### src/rtl/regfile_dump_tx.sv
// regfile_dump_tx: walks FIRST_REG..LAST_REG over the regfile read port and streams
// a HEADER + {index, 4 data bytes}* + XOR checksum byte frame on a valid/ready link.
module regfile_dump_tx #(
    parameter int          FIRST_REG = 1,
    parameter int          LAST_REG  = 31,
    parameter logic [7:0]  HEADER    = 8'hA5
) (
    input  logic        clk,
    input  logic        rst,
    input  logic        start,
    output logic [4:0]  addr_e,
    input  logic [31:0] data_e,
    output logic [7:0]  tx_data,
    output logic        tx_valid,
    input  logic        tx_ready,
    output logic        busy,
    output logic        done
);
    typedef enum logic [2:0] {IDLE, HDR, LOAD, IDX, DATA, CSUM, DONE} state_t;
    state_t      state, state_n;
    logic [4:0]  reg_idx;
    logic [31:0] shift;
    logic [1:0]  cnt;
    logic [7:0]  csum;
    logic        xfer, last_byte, last_reg;
    always_comb begin
        tx_valid  = state inside {HDR, IDX, DATA, CSUM};
        tx_data   = state == HDR  ? HEADER :
                    state == IDX  ? {3'b000, reg_idx} :
                    state == DATA ? shift[7:0] :
                    state == CSUM ? csum : 8'h00;
        busy      = !(state inside {IDLE, DONE});
        done      = state == DONE;
        xfer      = tx_valid && tx_ready;
        last_byte = cnt == 2'd3;
        last_reg  = reg_idx == 5'(LAST_REG);
        state_n   = state;
        case (state)
            IDLE:    state_n = start ? HDR : IDLE;
            HDR:     state_n = xfer ? LOAD : HDR;
            LOAD:    state_n = IDX;
            IDX:     state_n = xfer ? DATA : IDX;
            DATA:    state_n = !(xfer && last_byte) ? DATA : last_reg ? CSUM : LOAD;
            CSUM:    state_n = xfer ? DONE : CSUM;
            DONE:    state_n = IDLE;
            default: state_n = IDLE;
        endcase
    end
    always_ff @(posedge clk) state <= rst ? IDLE : state_n;
    // Checksum covers index and data bytes only; the header is excluded.
    always_ff @(posedge clk) begin
        if (rst) begin
            reg_idx <= '0;
            addr_e  <= '0;
            shift   <= '0;
            cnt     <= '0;
            csum    <= '0;
        end else begin
            if (state == IDLE && start) begin
                reg_idx <= 5'(FIRST_REG);
                addr_e  <= 5'(FIRST_REG);
                csum    <= '0;
            end
            if (state == LOAD) begin
                shift <= data_e;
                cnt   <= '0;
            end
            if (xfer && state inside {IDX, DATA})
                csum <= csum ^ tx_data;
            if (xfer && state == DATA) begin
                shift <= shift >> 8;
                cnt   <= cnt + 2'd1;
                if (last_byte && !last_reg) begin
                    reg_idx <= reg_idx + 5'd1;
                    addr_e  <= addr_e + 5'd1;
                end
            end
        end
    end
endmodule

### config.mk
export PLATFORM = sky130hd
export DESIGN_NAME = regfile_dump_tx
export DESIGN_NICKNAME = d
export VERILOG_FILES = /design/src/rtl/regfile_dump_tx.sv
export SDC_FILE = /design/constraint.sdc
export NUM_CORES = 1
export LEC_CHECK = 0
export CORE_ASPECT_RATIO = 1.1
export CORE_MARGIN = 5
export CORE_UTILIZATION = 52
export DETAILED_ROUTE_END_ITERATION = 16
export PLACE_DENSITY = 0.77
export REMOVE_ABC_BUFFERS = 1
export SYNTH_ARGS = -nofsm -noshare
export SYNTH_HDL_FRONTEND = slang
export SYNTH_SLANG_ARGS = --single-unit
### constraint.sdc
create_clock -name clk -period 2.3 [get_ports clk]
set_input_delay 0.575 -clock clk [delete_from_list [all_inputs] [get_ports clk]]
set_output_delay 0.575 -clock clk [all_outputs]
set_load 0.02 [all_outputs]
* Word level (Yosys, flattened, before mapping)
Cells that the tools add are included.
** Storage, ports and cells
- Register bits after elaboration :: 55
- Input port bits :: 36
- Output and inout port bits :: 16
- Word-level logic and storage cells :: 57
** Operators by class
- $add $sub $neg :: 3
- Eq/ne operators :: 8
- Multiplexer cells :: 23
- Bitwise gates (word level) :: 1
- Reduce and logical (&&, ||, !) cells :: 15
** Operators by type and width (count)
- 2-to-1 mux 24 bit :: 2
- 2-to-1 mux 8 bit :: 6
- 2-to-1 mux 5 bit :: 6
- one-hot mux 3 bit (6 select lines) :: 1
- adder 5 x 1 -> 5 bit, second input constant :: 2
- equality test 3 bit, second input constant :: 3
- 2-to-1 mux 3 bit :: 3
- 2-to-1 mux 2 bit :: 4
- nonzero test 2 bit :: 4
- XOR 8 bit :: 1
- equality test 3 x 2 -> 1 bit, second input constant :: 2
- logical AND 1 bit :: 6
- equality test 5 bit, second input constant :: 1
- nonzero test 4 bit :: 1
- equality test 3 x 1 -> 1 bit, second input constant :: 1
- logical NOT 3 bit :: 1
- adder 2 x 1 -> 2 bit, second input constant :: 1
- equality test 2 bit, second input constant :: 1
- logical NOT 1 bit :: 2
- OR reduction 2 bit :: 1
- 2-to-1 mux 1 bit :: 1

* Depth between registers and ports, before layout
Gate-level depths: netlist (run 1).
- Depth in word-level cells :: 7
- Depth in mapped cells :: 7
- Depth with buffers taken out :: 7

* Worst setup path after synthesis (run 1)
OpenSTA, ideal clock, no wires.
- Path type :: register to output
- Start :: reg state[1]
- End :: out done
- Arrival time :: 1.347 ns
- Slack :: 0.378 ns
- Stages on the path, launching flop included :: 5
- Cells stage by stage :: dfxtp_1 > buf_2 > clkbuf_1 > inv_1 > nor3_1
** Between the ends
- Cells in the longest elaborated chain, start to end :: 1
** RTL lines
- start: declaration :: RTL line 20 : state_t state, state_n;
- start signal: assignment :: RTL line 49 : always_ff @(posedge clk) state <= rst ? IDLE : state_n;
- equality test 3 bit :: RTL line 33 : done = state == DONE;
- end: declaration :: RTL line 17 : output logic done
No other way between the ends.

* Worst setup path in the final report (run 1)
- Start :: reg state[2]
- End :: out busy
** Between the ends
- Cells in the longest elaborated chain, start to end :: 3
- Elaborated cells between the ends (all ways) :: 4
** RTL lines
- equality test 3 bit or logical NOT 3 bit (tied branches) :: RTL line 32 : busy = !(state inside {IDLE, DONE});
- nonzero test 2 bit * :: RTL line 32
- logical NOT 1 bit * :: RTL line 32
- end: declaration :: RTL line 16 : output logic busy,
Every way passes the cells marked *; elsewhere a longest branch is shown, timed or not.

==> metrics.yaml, run 1 <==
firstDrtPassIters: 4
power_mw: 1.94
tightest_slew_ns: 0.395
synth_seq_area_share_pct: 41.0
clockBufferDepth: 2
clk_pin_slew_ns: 0.09
die_h_um: 85.4
placed_cell_area_sq_mm: 0.00331
yosys_warnings: 0
combinationalPowerShare_pct: 15.8
drive_above_1_share_pct: 9.59
clk_latency_ns: 0.30
portBuffers: 51
area_growth_syn_to_layout_pct: 27.0
hold_viol: 0
design_area_sq_mm: 0.00341
cts_htree_levels: 2
routed_wl_um: 6290
grt_pass1_vias: 2415
max_cap_viol_count: 0
postCtsSetupBuffers: 0
dr_total_vias: 2553
critPathLaunchType: "flip-flop"
slowest_stage: "dfxtp_2"
numClockSinks: 55
fin_nets: 426
place_congestion: 0.909
grt_overflow: 0
min_period_over_period_pct: 97.1
ir_drop_v: 0.000361
power_density_mw_per_mm2: 567
power_switching_share_pct: 24.8
p_seq_share_pct: 52.5
antenna_found_initial: 0
slowest_delay_ns: 0.40
die_area_sq_mm: 0.00671
internal-power_mw: 1.46
ys_ff_latch: 55
grt_usage_pct: 19.2
dpl.hpwl_um: 4440
critPathCaptureType: "output port"
wire_per_inst_um: 14.2
start_util_pct: 53.7
netlist_area_sq_mm: 0.00269
route.detailed.drc: 0
cts_tree: "yes"
setup.worst_path.class: "reg2out"
cp_max_fo: 12
setup-violations-final: 0
hold_buffers: 0
design.core.area_sq_mm: 0.00500
final_util_pct: 68.2
ys_types: 45
synth.avg_cell_area_sq_um: 8.02
fin_skew_ns: 0.00586
synth_edf_count: 0
required_ns: 1.73
outcome: "finished, final reports clean"
grt_pass1_wl_um: 10600
clock.fmax_ghz: 0.448
fp-row-count: 27
antenna_cells: 0
grt_max_degree: 53
die_w_um: 78.5
ant_nets: 0
cp.arrival_ns: 1.66
viasPerCell: 5.75
ioPinCount: 52
numCtsBuffers: 5
min-delay-path-class: "reg2reg"
clockRootBuffer: "clkbuf_8"
power_switching_uw: 480
synth_flop_cell: "dfxtp_1"
ys_async_sr_fraction_pct: 0
slew_viol_final: 0
max_slew_margin_pct: 73.0
clock_power_share_pct: 31.7
syn_inst: 335
first_iter_violations: 130
power_leakage_nw: 1.30
path_cells: "buf_4 > nor2b_1 > or3_1 > dlygate4sd2_1"
period_minus_slack_ns: 2.23
## synthesized netlist by cell type, types with 4 or more instances
cell | count | share of area [%]
a2111oi_0 | 5 | 1.6
nand2_1 | 75 | 10
a21oi_1 | 22 | 4.1
a31o_1 | 5 | 1.6
nor2_1 | 35 | 4.9
nor3_1 | 9 | 1.7
dfxtp_1 | 55 | 41
or3_1 | 4 | 0.93
clkbuf_1 | 8 | 1.1
nand3_1 | 11 | 2.0
inv_1 | 7 | 0.98
ha_1 | 4 | 1.9
a311oi_1 | 24 | 7.8
nand2b_1 | 6 | 1.4
buf_1 | 5 | 0.70
buf_2 | 11 | 2.0
nor2b_1 | 5 | 1.2
## layout make-up
cell class              instances  area, sq um
clock buffers                   6         72.6
clock inverters                 1         30.0
fillers                       434         1590
inverters                       7         26.3
multi-input cells             248         1460
flip-flops and latches         55         1100
well taps                      58         72.6
repair buffers                 69          643
## kinds of logic (layout without fill, tap and decap cells)
group           count (synthesis)  after routing  synth area share [%]
compound gates                 81             81                  22.6
xor+xnor                        1              1                 0.326
fa+ha+maj                       4              4                  1.86
buf+inv                        32             83                  5.12
flops                          55             55                  41.0
mux                             4              4                  1.54
simple gates                  158            158                  27.5
## sequential cells by signal (all words and copies together) (netlist names)
register / flops
shift: 32
cnt: 2
csum: 8
addr_e: 5
reg_idx: 5
state: 3
## worst max-delay path: cells and delay by family, from the launching register on
| kind | cells | cell delay, ns |
|---|---|---|
| DFF | 1 | 0.40 |
| and+or+nand+nor | 2 | 0.41 |
| buffers and inverters | 2 | 0.56 |
## power by group through the flow
stage	logic, mW	clock network, mW	registers [mW]
5_1_grt	0.335	0.672	1.02
3_3_place_gp	0.309	0	1.03
4_1_cts	0.307	0.634	1.01
6_report	0.306	0.613	1.02
2_1_floorplan	0.140	0	1.04
3_5_place_dp	0.313	0	1.04
## what timing repair did
action	in CTS	in global routing
gates resized for setup	16	1
setup endpoints to repair	11	1
pin swaps	0	0
gates cloned	0	0
## through the flow
stage               cells  hold WS [ns]  setup WS [ns]  setup TNS, ns
floorplan             310         0.437         -0.723         -15.40
finish                444         0.459         0.0678              0
global route          444         0.480        -0.0619         -0.105
global placement      437         0.443         0.0594              0
detailed placement    437         0.447         0.0448              0
CTS                   444         0.460         0.0570              0
## final timing paths
kind | startpoint | end | slack, ns | cells past startpoint
max | state[2] | busy | 0.07 | 4
min | shift[26] | shift[26] | 0.46 | 2
max reg2reg | reg_idx[0] | reg_idx[3] | 0.33 | 7
min reg2reg | shift[26] | shift[26] | 0.46 | 2
## cells in the final DEF (no fill, tap or decap), types with 2 or more instances in the layout
master | netlist | layout
nand2_1 | 75 | 75
dfxtp_1 | 55 | 52
clkdlybuf4s50_1 | 0 | 39
nor2_1 | 35 | 35
a311oi_1 | 24 | 24
a21oi_1 | 22 | 22
buf_4 | 1 | 16
nand3_1 | 11 | 11
dlygate4sd2_1 | 0 | 11
nor3_1 | 9 | 9
inv_1 | 7 | 7
nand2b_1 | 6 | 6
nor2b_1 | 5 | 5
a2111oi_0 | 5 | 5
a31o_1 | 5 | 5
clkbuf_8 | 0 | 5
or3_1 | 4 | 4
ha_1 | 4 | 4
and3b_1 | 3 | 3
mux2i_1 | 3 | 3
o2bb2ai_1 | 3 | 3
a21o_1 | 3 | 3
a31oi_1 | 3 | 3
a211oi_1 | 3 | 3
dfxtp_2 | 0 | 3
a221o_1 | 2 | 2
o211a_1 | 2 | 2
## routing by layer
layer	vias to the layer above	GRT usage [%]	wire length, um
met5	-	0	0
met1	1187	23.8	2840
met3	6	2.97	322
li1	1303	-	-
met2	57	33.7	3040
met4	0	6.20	89
No activity file was read; power rests on OpenSTA's default activity.
==> run 2, diff against run 1 <==
- ABC_CLOCK_PERIOD_IN_PS: not set -> 2300
- GPL_TIMING_DRIVEN: not set -> 0
==> run 2 against run 1 <==
Effect of this change: critical path depth did not move; clock power fell by 15%; wire length decreased by 3.3%; largest cell class unchanged; setup slack improved by 0.049 ns; first-iteration DRC count increased by 92%; maximum frequency grew 2.2%.
==> metrics.yaml, run 2 (same netlist as run 1, synthesis figures left out) <==
numClockSinks: 55  # unchanged
reg_top3: "shift x32, csum x8"
largest_reg_flops: 32  # unchanged
start_util_pct: 53.7  # unchanged
slowest_stage: "dfxtp_4"
numCtsBuffers: 5  # unchanged
grt_setup_unrepaired: "yes"
period_minus_slack_ns: 2.18  # -0.0488 ns
clockRootBuffer: "clkbuf_8"
grt_overflow: 0  # unchanged
ioPinCount: 52  # unchanged
clk_pin_slew_ns: 0.10  # about the same
critPathTopFamily: "buffers and inverters"
clock.fmax_ghz: 0.458  # +2.2%
ant_nets: 0  # unchanged
tightest_slew_ns: 1.22  # +0.827 ns
antenna_cells: 0  # unchanged
ir_drop_v: 0.000371  # +2.9%
crit_buf_inv: 2  # unchanged
clockBufferDepth: 2  # unchanged
power_leakage_nw: 1.25  # -3.3%
setup.worst_path.class: "reg2out"
design_area_sq_mm: 0.00336  # -1.6%
dr_wl_met2_um: 2890  # -5.0%
setup-violations-final: 0  # unchanged
final_util_pct: 67.2  # -1.1 points
wl_met3_um: 320  # -0.62%
viasPerCell: 5.83  # +1.4%
design.core.area_sq_mm: 0.00500  # unchanged
path_cells: "buf_4 > and3b_1 > o2bb2ai_1 > clkbuf_2"
fin_nets: 416  # -2.3%
routed_wl_um: 6080  # -3.3%
top_layer: "met4"
wirelength_met1_um: 2820  # -0.60%
hold_buffers: 0  # unchanged
die_w_um: 78.5  # unchanged
critPathCaptureType: "output port"
mostFrequentLayoutCells: "nand2_1, dfxtp_1, clkdlybuf4s50_1"
antenna_found_initial: 0  # unchanged
power_density_mw_per_mm2: 547  # -3.5%
largest_register: "shift"
max_slew_margin_pct: 18.5  # -55 points
grt_max_degree: 54  # +1.9%
power_mw: 1.84  # -5.0%
dr_total_vias: 2536  # -0.67%
fp-row-count: 27  # unchanged
outcome: "finished, final reports clean"
slowest_delay_ns: 0.38  # -0.02 ns
grt_usage_pct: 18.2  # -0.95 points
drive_above_1_share_pct: 9.81  # +0.23 points
cts_tree: "yes"
required_ns: 1.73  # about the same
cp_max_fo: 8  # -4
firstDrtPassIters: 4  # unchanged
final_common_cell: "nand2_1"
die_area_sq_mm: 0.00671  # unchanged
fill_cells: 441  # +1.6%
cts_htree_levels: 2  # unchanged
slew_viol_final: 0  # unchanged
max_cap_viol_count: 0  # unchanged
area_growth_syn_to_layout_pct: 25.0
placed_cell_area_sq_mm: 0.00318  # -3.9%
grt_pass1_wl_um: 10100  # -4.6%
route.detailed.drc: 0  # unchanged
place_congestion: 0.839  # -7.7%
clk_latency_ns: 0.30  # about the same
critPathLaunchType: "flip-flop"
die_h_um: 85.4  # unchanged
first_iter_violations: 249  # +92%
portBuffers: 51  # unchanged
min_period_over_period_pct: 94.9  # -2.1 points
hold_viol: 0  # unchanged
min-delay-path-class: "reg2reg"
wire_per_inst_um: 14.0  # -1.3%
grt_pass1_vias: 2252  # -6.7%
dpl.hpwl_um: 3970  # -11%
cp.arrival_ns: 1.61  # -0.05 ns
fin_skew_ns: 0.00564  # -0.000212 ns
## run 2: cell types whose count changed in the layout (fill, tap and decap cells not counted), sizes merged
cell | before | now
dlygate4sd2 | 11 | 4
dlymetal6s2s | 0 | 2
clkinvlp | 0 | 1
clkbuf | 6 | 11
bufinv | 1 | 0
buf | 19 | 9
clkinv | 0 | 1
## run 2: what timing repair did
| action | in CTS | in global routing |
|---|---|---|
| buffers inserted | 7 | 0 |
| setup endpoints to repair | 52 | 25 |
| resized for setup | 26 | 11 |
## run 2: layer usage
| metal | global-route usage [%] | vias to the layer above |
|---|---|---|
| met1 | 22.0 | 1189 |
| met2 | 32.4 | 63 |
| li1 | - | 1278 |
| met3 | 4.14 | 6 |
| met4 | 4.77 | 0 |
| met5 | 0 | - |
## run 2: worst register-to-register path, stage by stage, from the launching register on
cell	delay, ns
dfxtp_4	0.38
buf_4	0.19
nor3b_4	0.99
nand2_1	0.22
a311oi_2	0.27
## run 2: layout make-up
class / count / area (sq um) / share of cell area [%]
Clock buffer: 6 / 72.6 / 2.16
Clock inverter: 2 / 12.5 / 0.373
Inverter: 7 / 26.3 / 0.782
Multi-Input combinational cell: 248 / 1510 / 44.9
Sequential cell: 55 / 1110 / 33.1
Tap cell: 58 / 72.6 / 2.16
Timing Repair Buffer: 59 / 553 / 16.5
## run 2: where the power goes
group | internal (mW) | switching [mW] | total, mW
registers | 0.985 | 0.0289 | 1.01
clock network | 0.214 | 0.309 | 0.523
logic | 0.144 | 0.157 | 0.301
total | 1.34 | 0.495 | 1.84
## run 2: through the flow
step / hold slack [ns] / cells / worst slack (ns) / TNS [ns]
2_1_floorplan: 0.437 / 310 / -0.723 / -15.40
3_3_place_gp: 0.443 / 419 / -2.22 / -80.57
3_5_place_dp: 0.447 / 420 / -0.518 / -14.51
4_1_cts: 0.461 / 435 / -0.0133 / -0.0206
5_1_grt: 0.476 / 435 / -0.0155 / -0.0155
6_report: 0.458 / 435 / 0.117 / 0
## run 2: worst paths after layout
path              slack, ns          to      start  cells after the start
hold / removal         0.46   shift[28]  shift[28]                      2
hold reg to reg        0.46   shift[28]  shift[28]                      2
setup / recovery       0.12  tx_data[4]   state[2]                      4
setup reg to reg       0.17    shift[4]   state[0]                      4
